===== src/rtl/frame_seq_pkg.sv =====
// ---------------------------------------------------------------------------
// frame_seq_pkg
// Shared types and defaults for the frame step sequencer.
//   seq_state_e    : sequencer FSM states
//   frame_t        : one buffered frame {len, wid}
//   DEF_FIFO_DEPTH : default number of buffered frames
//   DEF_POS_W      : default width of the position accumulators
// ---------------------------------------------------------------------------
package frame_seq_pkg;

    localparam int DEF_FIFO_DEPTH = 4;
    localparam int DEF_POS_W      = 16;

    typedef enum logic [1:0] {
        ST_IDLE,
        ST_LOAD,
        ST_STEP_L,
        ST_STEP_W
    } seq_state_e;

    typedef struct packed {
        logic [7:0] len;
        logic [7:0] wid;
    } frame_t;

endpackage


===== src/rtl/frame_seq_fifo.sv =====
// ---------------------------------------------------------------------------
// frame_seq_fifo
// Synchronous first-word-fall-through FIFO of frame_t entries.
// A push on a full FIFO is accepted when a pop happens in the same cycle,
// so occupancy stays put and nothing is lost.
// Ports:
//   i_clk, i_rst_n : clock, asynchronous active-low reset
//   i_push/i_wdata : write strobe and data
//   i_pop          : consume the head entry (ignored when empty)
//   o_rdata        : head entry (valid when !o_empty)
//   o_full/o_empty : occupancy flags, combinational from the count
// ---------------------------------------------------------------------------
module frame_seq_fifo
    import frame_seq_pkg::*;
#(
    parameter int DEPTH = DEF_FIFO_DEPTH
) (
    input  logic   i_clk,
    input  logic   i_rst_n,
    input  logic   i_push,
    input  frame_t i_wdata,
    input  logic   i_pop,
    output frame_t o_rdata,
    output logic   o_full,
    output logic   o_empty
);

    localparam int AW = $clog2(DEPTH);

    frame_t          r_mem [DEPTH];
    logic [AW-1:0]   r_wptr;
    logic [AW-1:0]   r_rptr;
    logic [AW:0]     r_cnt;

    logic            w_wr;
    logic            w_rd;

    assign o_full  = (r_cnt == (AW+1)'(DEPTH));
    assign o_empty = (r_cnt == '0);
    assign o_rdata = r_mem[r_rptr];

    // Full-but-popping still writes: the slot being read frees up this edge.
    assign w_wr = i_push && (!o_full || i_pop);
    assign w_rd = i_pop && !o_empty;

    always_ff @(posedge i_clk) begin
        if (w_wr) begin
            r_mem[r_wptr] <= i_wdata;
        end
    end

    always_ff @(posedge i_clk or negedge i_rst_n) begin
        if (!i_rst_n) begin
            r_wptr <= '0;
            r_rptr <= '0;
            r_cnt  <= '0;
        end else begin
            if (w_wr) r_wptr <= r_wptr + 1'b1;
            if (w_rd) r_rptr <= r_rptr + 1'b1;
            case ({w_wr, w_rd})
                2'b10:   r_cnt <= r_cnt + 1'b1;
                2'b01:   r_cnt <= r_cnt - 1'b1;
                default: r_cnt <= r_cnt;
            endcase
        end
    end

endmodule


===== src/rtl/frame_step_sequencer.sv =====
// ---------------------------------------------------------------------------
// frame_step_sequencer
// Receives frames announced by a toggle from an asynchronous SPI domain,
// buffers them, and issues one actuator step per unit of length, then per
// unit of width, accumulating the position on each accepted step.
// Optional build macro:
//   FRAME_SEQ_SAT_EN : positions saturate at all-ones instead of wrapping.
// Ports:
//   CLK, flag            : clock, asynchronous active-low reset
//   frm_tgl              : toggles once per received frame (async)
//   frm_length/frm_width : frame increments, stable around the toggle
//   step_ack             : actuator accepted the current step
//   step_req/step_axis   : step request, axis (0 length, 1 width)
//   pos_length/pos_width : accumulated positions
//   busy                 : FSM not idle
//   fifo_full            : frame buffer full
//   drop_cnt             : frames discarded on a full buffer (saturating)
// ---------------------------------------------------------------------------
module frame_step_sequencer
    import frame_seq_pkg::*;
#(
    parameter int FIFO_DEPTH = DEF_FIFO_DEPTH,
    parameter int POS_W      = DEF_POS_W
) (
    input  logic             CLK,
    input  logic             flag,
    input  logic             frm_tgl,
    input  logic [7:0]       frm_length,
    input  logic [7:0]       frm_width,
    input  logic             step_ack,
    output logic             step_req,
    output logic             step_axis,
    output logic [POS_W-1:0] pos_length,
    output logic [POS_W-1:0] pos_width,
    output logic             busy,
    output logic             fifo_full,
    output logic [7:0]       drop_cnt
);

`ifdef FRAME_SEQ_SAT_EN
    localparam bit SAT = 1'b1;
`else
    localparam bit SAT = 1'b0;
`endif

    // ---------------- toggle synchronizer / push strobe ----------------
    logic [1:0] r_sync;
    logic [1:0] r_fill;
    logic       r_ref_vld;
    logic       r_prev;
    logic       r_push;

    // r_fill marks when r_sync[1] carries a real sample; that first sample
    // only becomes the reference so a level held through reset never pushes.
    always_ff @(posedge CLK or negedge flag) begin
        if (!flag) begin
            r_sync    <= '0;
            r_fill    <= '0;
            r_ref_vld <= 1'b0;
            r_prev    <= 1'b0;
            r_push    <= 1'b0;
        end else begin
            r_sync <= {r_sync[0], frm_tgl};
            r_fill <= {r_fill[0], 1'b1};
            r_push <= 1'b0;
            if (r_ref_vld) begin
                r_push <= r_sync[1] ^ r_prev;
                r_prev <= r_sync[1];
            end else if (r_fill[1]) begin
                r_prev    <= r_sync[1];
                r_ref_vld <= 1'b1;
            end
        end
    end

    // ---------------- frame FIFO ----------------
    seq_state_e r_state;
    frame_t     w_wdata;
    frame_t     w_rd;
    logic       w_pop;
    logic       w_full;
    logic       w_empty;

    assign w_wdata = '{len: frm_length, wid: frm_width};
    assign w_pop   = (r_state == ST_LOAD);

    frame_seq_fifo #(
        .DEPTH   (FIFO_DEPTH)
    ) u_fifo (
        .i_clk   (CLK),
        .i_rst_n (flag),
        .i_push  (r_push),
        .i_wdata (w_wdata),
        .i_pop   (w_pop),
        .o_rdata (w_rd),
        .o_full  (w_full),
        .o_empty (w_empty)
    );

    // ---------------- drop counter ----------------
    logic [7:0] r_drop;
    logic       w_drop;

    assign w_drop = r_push && w_full && !w_pop;

    always_ff @(posedge CLK or negedge flag) begin
        if (!flag) begin
            r_drop <= '0;
        end else if (w_drop && (r_drop != 8'hFF)) begin
            r_drop <= r_drop + 1'b1;
        end
    end

    // ---------------- step FSM ----------------
    logic [7:0]       r_rem_l;
    logic [7:0]       r_rem_w;
    logic             r_req;
    logic             r_axis;
    logic [POS_W-1:0] r_pos_l;
    logic [POS_W-1:0] r_pos_w;
    logic             w_acc;

    assign w_acc = r_req && step_ack;

    always_ff @(posedge CLK or negedge flag) begin
        if (!flag) begin
            r_state <= ST_IDLE;
            r_rem_l <= '0;
            r_rem_w <= '0;
            r_req   <= 1'b0;
            r_axis  <= 1'b0;
            r_pos_l <= '0;
            r_pos_w <= '0;
        end else begin
            case (r_state)
                ST_IDLE: begin
                    if (!w_empty) r_state <= ST_LOAD;
                end
                ST_LOAD: begin
                    r_rem_l <= w_rd.len;
                    r_rem_w <= w_rd.wid;
                    if (w_rd.len != 8'd0) begin
                        r_state <= ST_STEP_L;
                        r_req   <= 1'b1;
                        r_axis  <= 1'b0;
                    end else if (w_rd.wid != 8'd0) begin
                        r_state <= ST_STEP_W;
                        r_req   <= 1'b1;
                        r_axis  <= 1'b1;
                    end else begin
                        r_state <= ST_IDLE;
                    end
                end
                ST_STEP_L: begin
                    if (w_acc) begin
                        r_rem_l <= r_rem_l - 8'd1;
                        if (!(SAT && (&r_pos_l))) r_pos_l <= r_pos_l + 1'b1;
                        if (r_rem_l == 8'd1) begin
                            if (r_rem_w != 8'd0) begin
                                r_state <= ST_STEP_W;
                                r_axis  <= 1'b1;
                            end else begin
                                // end of frame: request drops through LOAD/IDLE
                                r_req   <= 1'b0;
                                r_axis  <= 1'b0;
                                r_state <= w_empty ? ST_IDLE : ST_LOAD;
                            end
                        end
                    end
                end
                ST_STEP_W: begin
                    if (w_acc) begin
                        r_rem_w <= r_rem_w - 8'd1;
                        if (!(SAT && (&r_pos_w))) r_pos_w <= r_pos_w + 1'b1;
                        if (r_rem_w == 8'd1) begin
                            r_req   <= 1'b0;
                            r_axis  <= 1'b0;
                            r_state <= w_empty ? ST_IDLE : ST_LOAD;
                        end
                    end
                end
                default: r_state <= ST_IDLE;
            endcase
        end
    end

    assign step_req   = r_req;
    assign step_axis  = r_axis;
    assign pos_length = r_pos_l;
    assign pos_width  = r_pos_w;
    assign busy       = (r_state != ST_IDLE);
    assign fifo_full  = w_full;
    assign drop_cnt   = r_drop;

endmodule


===== config.mk =====
export PLATFORM = sky130hd
export DESIGN_NAME = frame_step_sequencer
export DESIGN_NICKNAME = d
export VERILOG_FILES = /design/src/rtl/frame_seq_pkg.sv /design/src/rtl/frame_seq_fifo.sv /design/src/rtl/frame_step_sequencer.sv
export SDC_FILE = /design/constraint.sdc
export NUM_CORES = 1
export LEC_CHECK = 0
export ABC_AREA = 0
export ABC_CLOCK_PERIOD_IN_PS = 3200
export BUFFER_PORTS_ARGS = -buffer_cell sky130_fd_sc_hd__buf_2
export CAP_MARGIN = 20
export CORE_UTILIZATION = 55
export DETAILED_ROUTE_END_ITERATION = 12
export MAX_ROUTING_LAYER = met4
export PLACE_DENSITY = 0.83
export REMOVE_ABC_BUFFERS = 1
export SLEW_MARGIN = 20
export SYNTH_ARGS = -nofsm -noshare
export SYNTH_HDL_FRONTEND = slang
export SYNTH_SLANG_ARGS = --single-unit

===== constraint.sdc =====
create_clock -name CLK -period 3.2 [get_ports CLK]
set_input_delay 0.48 -clock CLK [delete_from_list [all_inputs] [get_ports CLK]]
set_output_delay 0.48 -clock CLK [all_outputs]
set_load 0.01 [all_outputs]

Word-level counts from Yosys, hierarchy flattened
Memory sizes are Yosys's and may differ from the RTL's.
Cells that the tools add are included.
{"block": "classes", "muxes": 35, "add_sub_neg": 9, "reduce_logical": 28, "n_bitwise": 1, "n_eq_ne": 16}
{"cell": "adder 16 x 1 -> 16 bit, second input constant", "n": 2}
{"cell": "one-hot mux 8 bit (2 select lines)", "n": 2}
{"cell": "nonzero test 8 bit", "n": 3}
{"cell": "two-way mux 1 bit", "n": 19}
{"cell": "== test 8 x 1 -> 1 bit, second input constant", "n": 2}
{"cell": "two-way mux 2 bit", "n": 8}
{"cell": "two-way mux 8 bit", "n": 2}
{"cell": "subtractor 8 x 1 -> 8 bit, second input constant", "n": 2}
{"cell": "inequality test 2 bit, second input constant", "n": 6}
{"cell": "nonzero test 2 bit", "n": 5}
{"cell": "adder 8 x 1 -> 8 bit, second input constant", "n": 1}
{"cell": "inequality test 8 bit, second input constant", "n": 1}
{"cell": "one-hot mux 2 bit (4 select lines)", "n": 1}
{"cell": "AND reduction 2 bit", "n": 4}
{"cell": "AND reduction 7 bit", "n": 1}
{"cell": "== test 2 bit, second input constant", "n": 3}
{"cell": "logical AND 1 bit", "n": 6}
{"cell": "one-hot mux 1 bit (3 select lines)", "n": 2}
{"cell": "one-hot mux 3 bit (2 select lines)", "n": 1}
{"cell": "AND reduction 6 bit", "n": 1}
{"cell": "AND reduction 5 bit", "n": 1}
{"cell": "adder 2 x 1 -> 2 bit, second input constant", "n": 2}
{"cell": "== test 2 x 1 -> 1 bit, second input constant", "n": 2}
{"cell": "adder 3 x 1 -> 3 bit, second input constant", "n": 1}
{"cell": "9 further kinds", "n": 11}
{"block": "totals", "ram_bits": 64, "reg_bits": 74, "word_cells": 106, "mem_count": 1}
{"memory": "u_fifo.r_mem", "words": 4, "word_bits": 16, "rd": 1, "rd_clocked_by_memory_dff": 0, "write_ports": 1, "line_no": "frame_seq_fifo.sv:30", "source": "frame_t r_mem [DEPTH];"}

Depth between registers and ports, before layout
{"block": "logic_depth", "ltp_word": 6, "depth_mapped": 10}

Cells and area by module
From an unflattened synthesis, not the netlist that was laid out.
{"block": "hier_totals", "cells_unflattened": 433, "area_unflattened_um2": 6055.8}
{"module": "frame_step_sequencer", "area_per_inst_um2": 3314.4, "seq_area_each_um2": 1676.6, "cells_per_inst": 311, "n_inst": 1}
{"module": "frame_seq_fifo", "area_per_inst_um2": 2741.4, "seq_area_each_um2": 2097.0, "cells_per_inst": 122, "n_inst": 1}

Worst setup path before layout
No wires, ideal clock.
{"block": "synth_path", "kind": "register -> register", "start": "register u_fifo.r_cnt[0]", "end": "register u_fifo.r_cnt[2]", "required_time_ps": 3121, "synth_period_minus_slack_ps": 2284, "t_arrival_ps": 2205, "n_path_buf": 0, "path_slack_ps": 916, "stages_incl_launch_ff": 11, "cell_sequence": "dfrtp_1 > nor3b_1 > nand2_1 > and2_1 > inv_1 > ha_1 > inv_1 > fa_1 > xor2_1 > nor2_1 > xor2_1"}
{"block": "synth_between", "elab_chain_len": 6, "word_cells_on_any_way": 13, "cone_classes": "add/sub (2); eq/ne (3); mux (1); reduce/logical (7)"}
{"item": "start, declared", "line_no": "frame_seq_fifo.sv:33", "source": "logic [AW:0] r_cnt;"}
{"item": "start signal, assigned", "line_no": "frame_seq_fifo.sv:61", "source": "2'b10: r_cnt <= r_cnt + 1'b1;"}
{"item": "start signal, assigned", "line_no": "frame_seq_fifo.sv:62", "source": "2'b01: r_cnt <= r_cnt - 1'b1;"}
{"item": "start signal, assigned", "line_no": "frame_seq_fifo.sv:63", "source": "default: r_cnt <= r_cnt;"}
{"item": "== test 3 bit *", "line_no": "frame_seq_fifo.sv:38", "source": "assign o_full = (r_cnt == (AW+1)'(DEPTH));"}
{"item": "named net fifo_full", "line_no": "frame_step_sequencer.sv:36", "source": "output logic fifo_full,"}
{"item": "logical NOT 1 bit *", "line_no": "frame_seq_fifo.sv:43", "source": "assign w_wr = i_push && (!o_full || i_pop);"}
{"item": "logical OR 1 bit *", "line_no": "frame_seq_fifo.sv:43"}
{"item": "logical AND 1 bit *", "line_no": "frame_seq_fifo.sv:43"}
{"item": "== test 2 x 1 -> 1 bit / == test 2 bit (equally long branches)", "line_no": "frame_seq_fifo.sv:60", "source": "case ({w_wr, w_rd})"}
{"item": "one-hot mux 3 bit (2 select lines) / nonzero test 2 bit (equally long branches)"}
Mark *: on every way through the listed nets, which the timed path passes. The rest lies on a longest branch.
A chain may end at the register's enable or synchronous reset.

Worst setup path after layout
{"block": "layout_path", "start": "register u_fifo.r_rptr[0]", "end": "register r_axis (netlist: step_axis)"}
{"block": "layout_between", "elab_chain_len": 4, "word_cells_on_any_way": 7, "cone_classes": "eq/ne (1); mux (2); reduce/logical (3); memory (1)"}
{"item": "start, declared", "line_no": "frame_seq_fifo.sv:32", "source": "logic [AW-1:0] r_rptr;"}
{"item": "start signal, assigned", "line_no": "frame_seq_fifo.sv:59", "source": "if (w_rd) r_rptr <= r_rptr + 1'b1;"}
{"item": "memory (4 x 16 bit) *"}
{"item": "nonzero test 8 bit (on tied branches)", "line_no": "frame_step_sequencer.sv:142, frame_step_sequencer.sv:146"}
{"item": "inequality test 3 bit (no line) / two-way mux 1 bit (equally long branches)"}
{"item": "AND reduction 6 bit (no line) / one-hot mux 1 bit (3 select lines) (equally long branches)"}
{"item": "end signal, assigned", "line_no": "frame_step_sequencer.sv:145", "source": "r_axis <= 1'b0;"}
{"item": "end signal, assigned", "line_no": "frame_step_sequencer.sv:149", "source": "r_axis <= 1'b1;"}
{"item": "end signal, assigned", "line_no": "frame_step_sequencer.sv:161", "source": "r_axis <= 1'b1;"}
{"item": "end, declared", "line_no": "frame_step_sequencer.sv:118", "source": "logic r_axis;"}
Every way passes the cells marked *; elsewhere a longest branch is shown, timed or not.

==> flow_summary.json <==
{
  "outcome": "completed",
  "synth_area_leader_cell": "edfxtp_1",
  "synth_seq_cells": 138,
  "netlist_top_cells_area": "edfxtp_1, dfrtp_1, mux4_2",
  "crit_type": "reg2reg",
  "setup-tns-final_ps": 0,
  "worstPathArrival_ps": 2920,
  "power_density_nw_per_um2": 642,
  "postRouteAntennaNets": 0,
  "vias": 3963,
  "h-tree-depth": 4,
  "path_clk_slew_ps": 70,
  "syn_inst": 457,
  "antenna_found_initial": 0,
  "startpoint_type": "flop",
  "syn_area_per_cell_um2": 13.2,
  "ys_types": 51,
  "rrSetupSlack_ps": 680,
  "grt_busiest_layer": "met2",
  "clockRootBuffer": "clkbuf_8",
  "cts_tree": "done",
  "layout_min_cycle_time_ps": 2520,
  "num_io_pins": 64,
  "peakVddDrop_v": 0.000484,
  "cp.depth": 5,
  "crit_chain": "buf_4, mux4_2, nor4_1, nand3_1, o211a_1",
  "async_reset_ff_share_pct": 53.6,
  "die_w_um": 107,
  "post_drt_wl_per_cell_um": 16.7,
  "grt_util_met2_pct": 34.1,
  "timing.rr.end": "step_axis",
  "grt_pass1_vias": 3838,
  "fp-row-count": 37,
  "critPathCaptureType": "flop",
  "yosysWarnings": 0,
  "dr.pass1.iters": 7,
  "crit_family": "flip-flops",
  "die_area_um2": 11400,
  "start_util_pct": 57.6,
  "routed_wl_um": 11400,
  "met3_usage_pct": 5.78,
  "crit_required_ps": 3610,
  "cts_sinks": 138,
  "dp_hpwl_um": 7700,
  "cts_buffer_depth": 2,
  "grt_use_total_pct": 22.7,
  "r2r-start": "u_fifo.r_rptr[0]",
  "drv_slew": 0,
  "placed_cells": 647,
  "final_cells": 680,
  "holdCritPathClass": "in2reg",
  "antennaDiodeCount": 0,
  "syn_to_final_growth_pct": 17.4,
  "grt_max_degree": 45,
  "place_ws_ps": 684,
  "power_mw": 4.54,
  "drtIter0Drc": 446,
  "core-area_um2": 10500,
  "gr-total-overflow": 0,
  "synthFlopType": "dfrtp_1",
  "cp_slowest_cell": "dfrtp_1",
  "finalNetCount": 565,
  "insertion_delay_ps": 520,
  "fin_crit_sh_pct": 78.6,
  "finalWorstSetupSlack_ps": 685,
  "relSlewSlack_pct": 40.2,
  "port_buffers": 63,
  "yosys.area.top_type_share_pct": 31.9,
  "cpPeakStageDelay_ps": 650,
  "die_h_um": 107,
  "maxCapViolCount": 0,
  "drive_gt1_share_pct": 22.8,
  "seq_area_frac_synth_pct": 62.6,
  "netlist_area_um2": 6030,
  "drc": 0,
  "path_max_fanout": 10,
  "worstRegToRegCells": 5,
  "rsz0062_at_grt": "no",
  "worstMarginPinSlew_ps": 898,
  "grt_use_met1_pct": 30.4,
  "p_leak_nw": 3.06,
  "worst_clock_skew_ps": 9.60,
  "startpoint": "u_fifo.r_rptr[0]",
  "setup_viol": 0,
  "post_drt_via_cell_ratio": 5.83,
  "hold_violations": 0,
  "synth-edff-count": 64,
  "numCtsBuffers": 17,
  "endpoint": "step_axis",
  "place_congestion": 0.913,
  "timing.critical_path.buf_inv": 1,
  "clock.fmax_mhz": 398,
  "post_cts_resize_count": 0,
  "grt_pass1_wl_um": 19100
}
==> kinds of logic (layout without fill, tap and decap cells) <==
logic type | count (synthesis) | count (layout) | synth area share [%]
other | 1 | 1 | 0.0622
DFF | 138 | 138 | 62.6
muxes | 23 | 23 | 7.22
xor gates and xnor gates | 50 | 50 | 7.26
and+or+nand+nor | 149 | 149 | 12.5
buffers and inverters | 31 | 118 | 2.14
adders and majority gates | 14 | 14 | 3.03
AOI/OAI and AO/OA | 51 | 51 | 5.23
==> metrics by stage <==
stage | util [%] | instance area, um^2 | hold WS (ps)
floorplan | - | 5960 | 184
global placement | 62.1 | 6490 | 311
detailed placement | 62.1 | 6490 | 313
CTS | 67.7 | 7080 | 48.9
global route | 67.7 | 7080 | 41.6
finish | 67.7 | 7080 | 62.9
==> sequential cells by signal, summed over array words and instances (netlist names), 2 cells and up <==
name,cells
u_fifo.r_mem,64
r_fill,2
r_rem_w,8
r_state,2
r_sync,2
drop_cnt,8
pos_length,16
r_rem_l,8
u_fifo.r_wptr,2
u_fifo.r_cnt,3
u_fifo.r_rptr,2
pos_width,16
==> report_power, final <==
part | switching (mW) | leakage, nW | total, mW | internal, mW
clock | 0.774 | 0.272 | 1.89 | 1.12
sequential | 0.101 | 1.52 | 2.21 | 2.11
combinational | 0.274 | 1.26 | 0.441 | 0.168
==> per-layer routing <==
layer / share of wire, % / up-vias
met1: 45 / 1945
li1: - / 1823
met5: 0 / -
met3: 6.4 / 28
met2: 46 / 167
met4: 2.0 / 0
==> layout by cell type (no fill, tap or decap), drive strengths merged, types with 2 or more instances in the layout <==
cell / synthesis / layout
ha: 13 / 13
buf: 6 / 69
nor4b: 2 / 2
clkinv: 0 / 4
nand2b: 3 / 3
dfrtp: 74 / 74
nand2: 40 / 40
a31oi: 3 / 3
nor3: 9 / 9
and4b: 2 / 2
a211oi: 3 / 3
mux4: 16 / 16
or3: 4 / 4
xor2: 20 / 20
clkinvlp: 0 / 4
bufinv: 0 / 2
nor2: 28 / 28
mux2i: 3 / 3
and2: 5 / 5
inv: 16 / 21
xnor2: 30 / 30
a21oi: 17 / 17
nand4: 14 / 14
mux2: 4 / 4
or4: 2 / 2
edfxtp: 64 / 64
nor4: 7 / 7
o21ai: 13 / 13
clkbuf: 9 / 17
o22ai: 2 / 2
nand3: 20 / 20
a311oi: 2 / 2
and3: 9 / 9
==> worst min path at each step <==
stage / from / end / cells past startpoint / slack, ps
2_1_floorplan: flag / drop_cnt[0] / 0 / 180
3_3_place_gp: flag / pos_length[7] / 1 / 310
3_5_place_dp: flag / pos_length[6] / 1 / 310
4_1_cts: frm_tgl / r_sync[0] / 1 / 50
5_1_grt: frm_tgl / r_sync[0] / 1 / 40
6_report: frm_tgl / r_sync[0] / 1 / 60
==> timing repair <==
item                                   4_1_cts  5_1_grt
endpoints found under the hold margin        5        0
buffers inserted                             0        0
hold buffers                                 1        0
==> Yosys cell counts, types with 2 or more instances <==
cell / count
nand3_1: 20
o21ai_0: 13
xnor2_1: 30
or4_1: 2
nand2_1: 40
dfrtp_1: 74
and3_1: 9
buf_2: 4
ha_1: 13
a31oi_1: 3
mux2i_1: 3
mux2_2: 4
a21oi_1: 17
a311oi_1: 2
o22ai_1: 2
nor3_1: 9
nand2b_1: 3
nand4_1: 14
nor4b_1: 2
inv_1: 16
and4b_1: 2
a211oi_1: 3
and2_1: 5
clkbuf_1: 9
or3_1: 4
xor2_1: 20
nor2_1: 27
mux4_2: 16
nor4_1: 6
edfxtp_1: 64
==> cell type report <==
class                      count  area (um^2)
sequential                   138         3770
fill                         746         3380
multi-input combinational    288         2130
clock buffer                  17          414
timing repair buffer          70          370
tap                          136          170
clock inverter                15          163
inverter                      16         60.1
No activity file was read; power rests on OpenSTA's default activity.
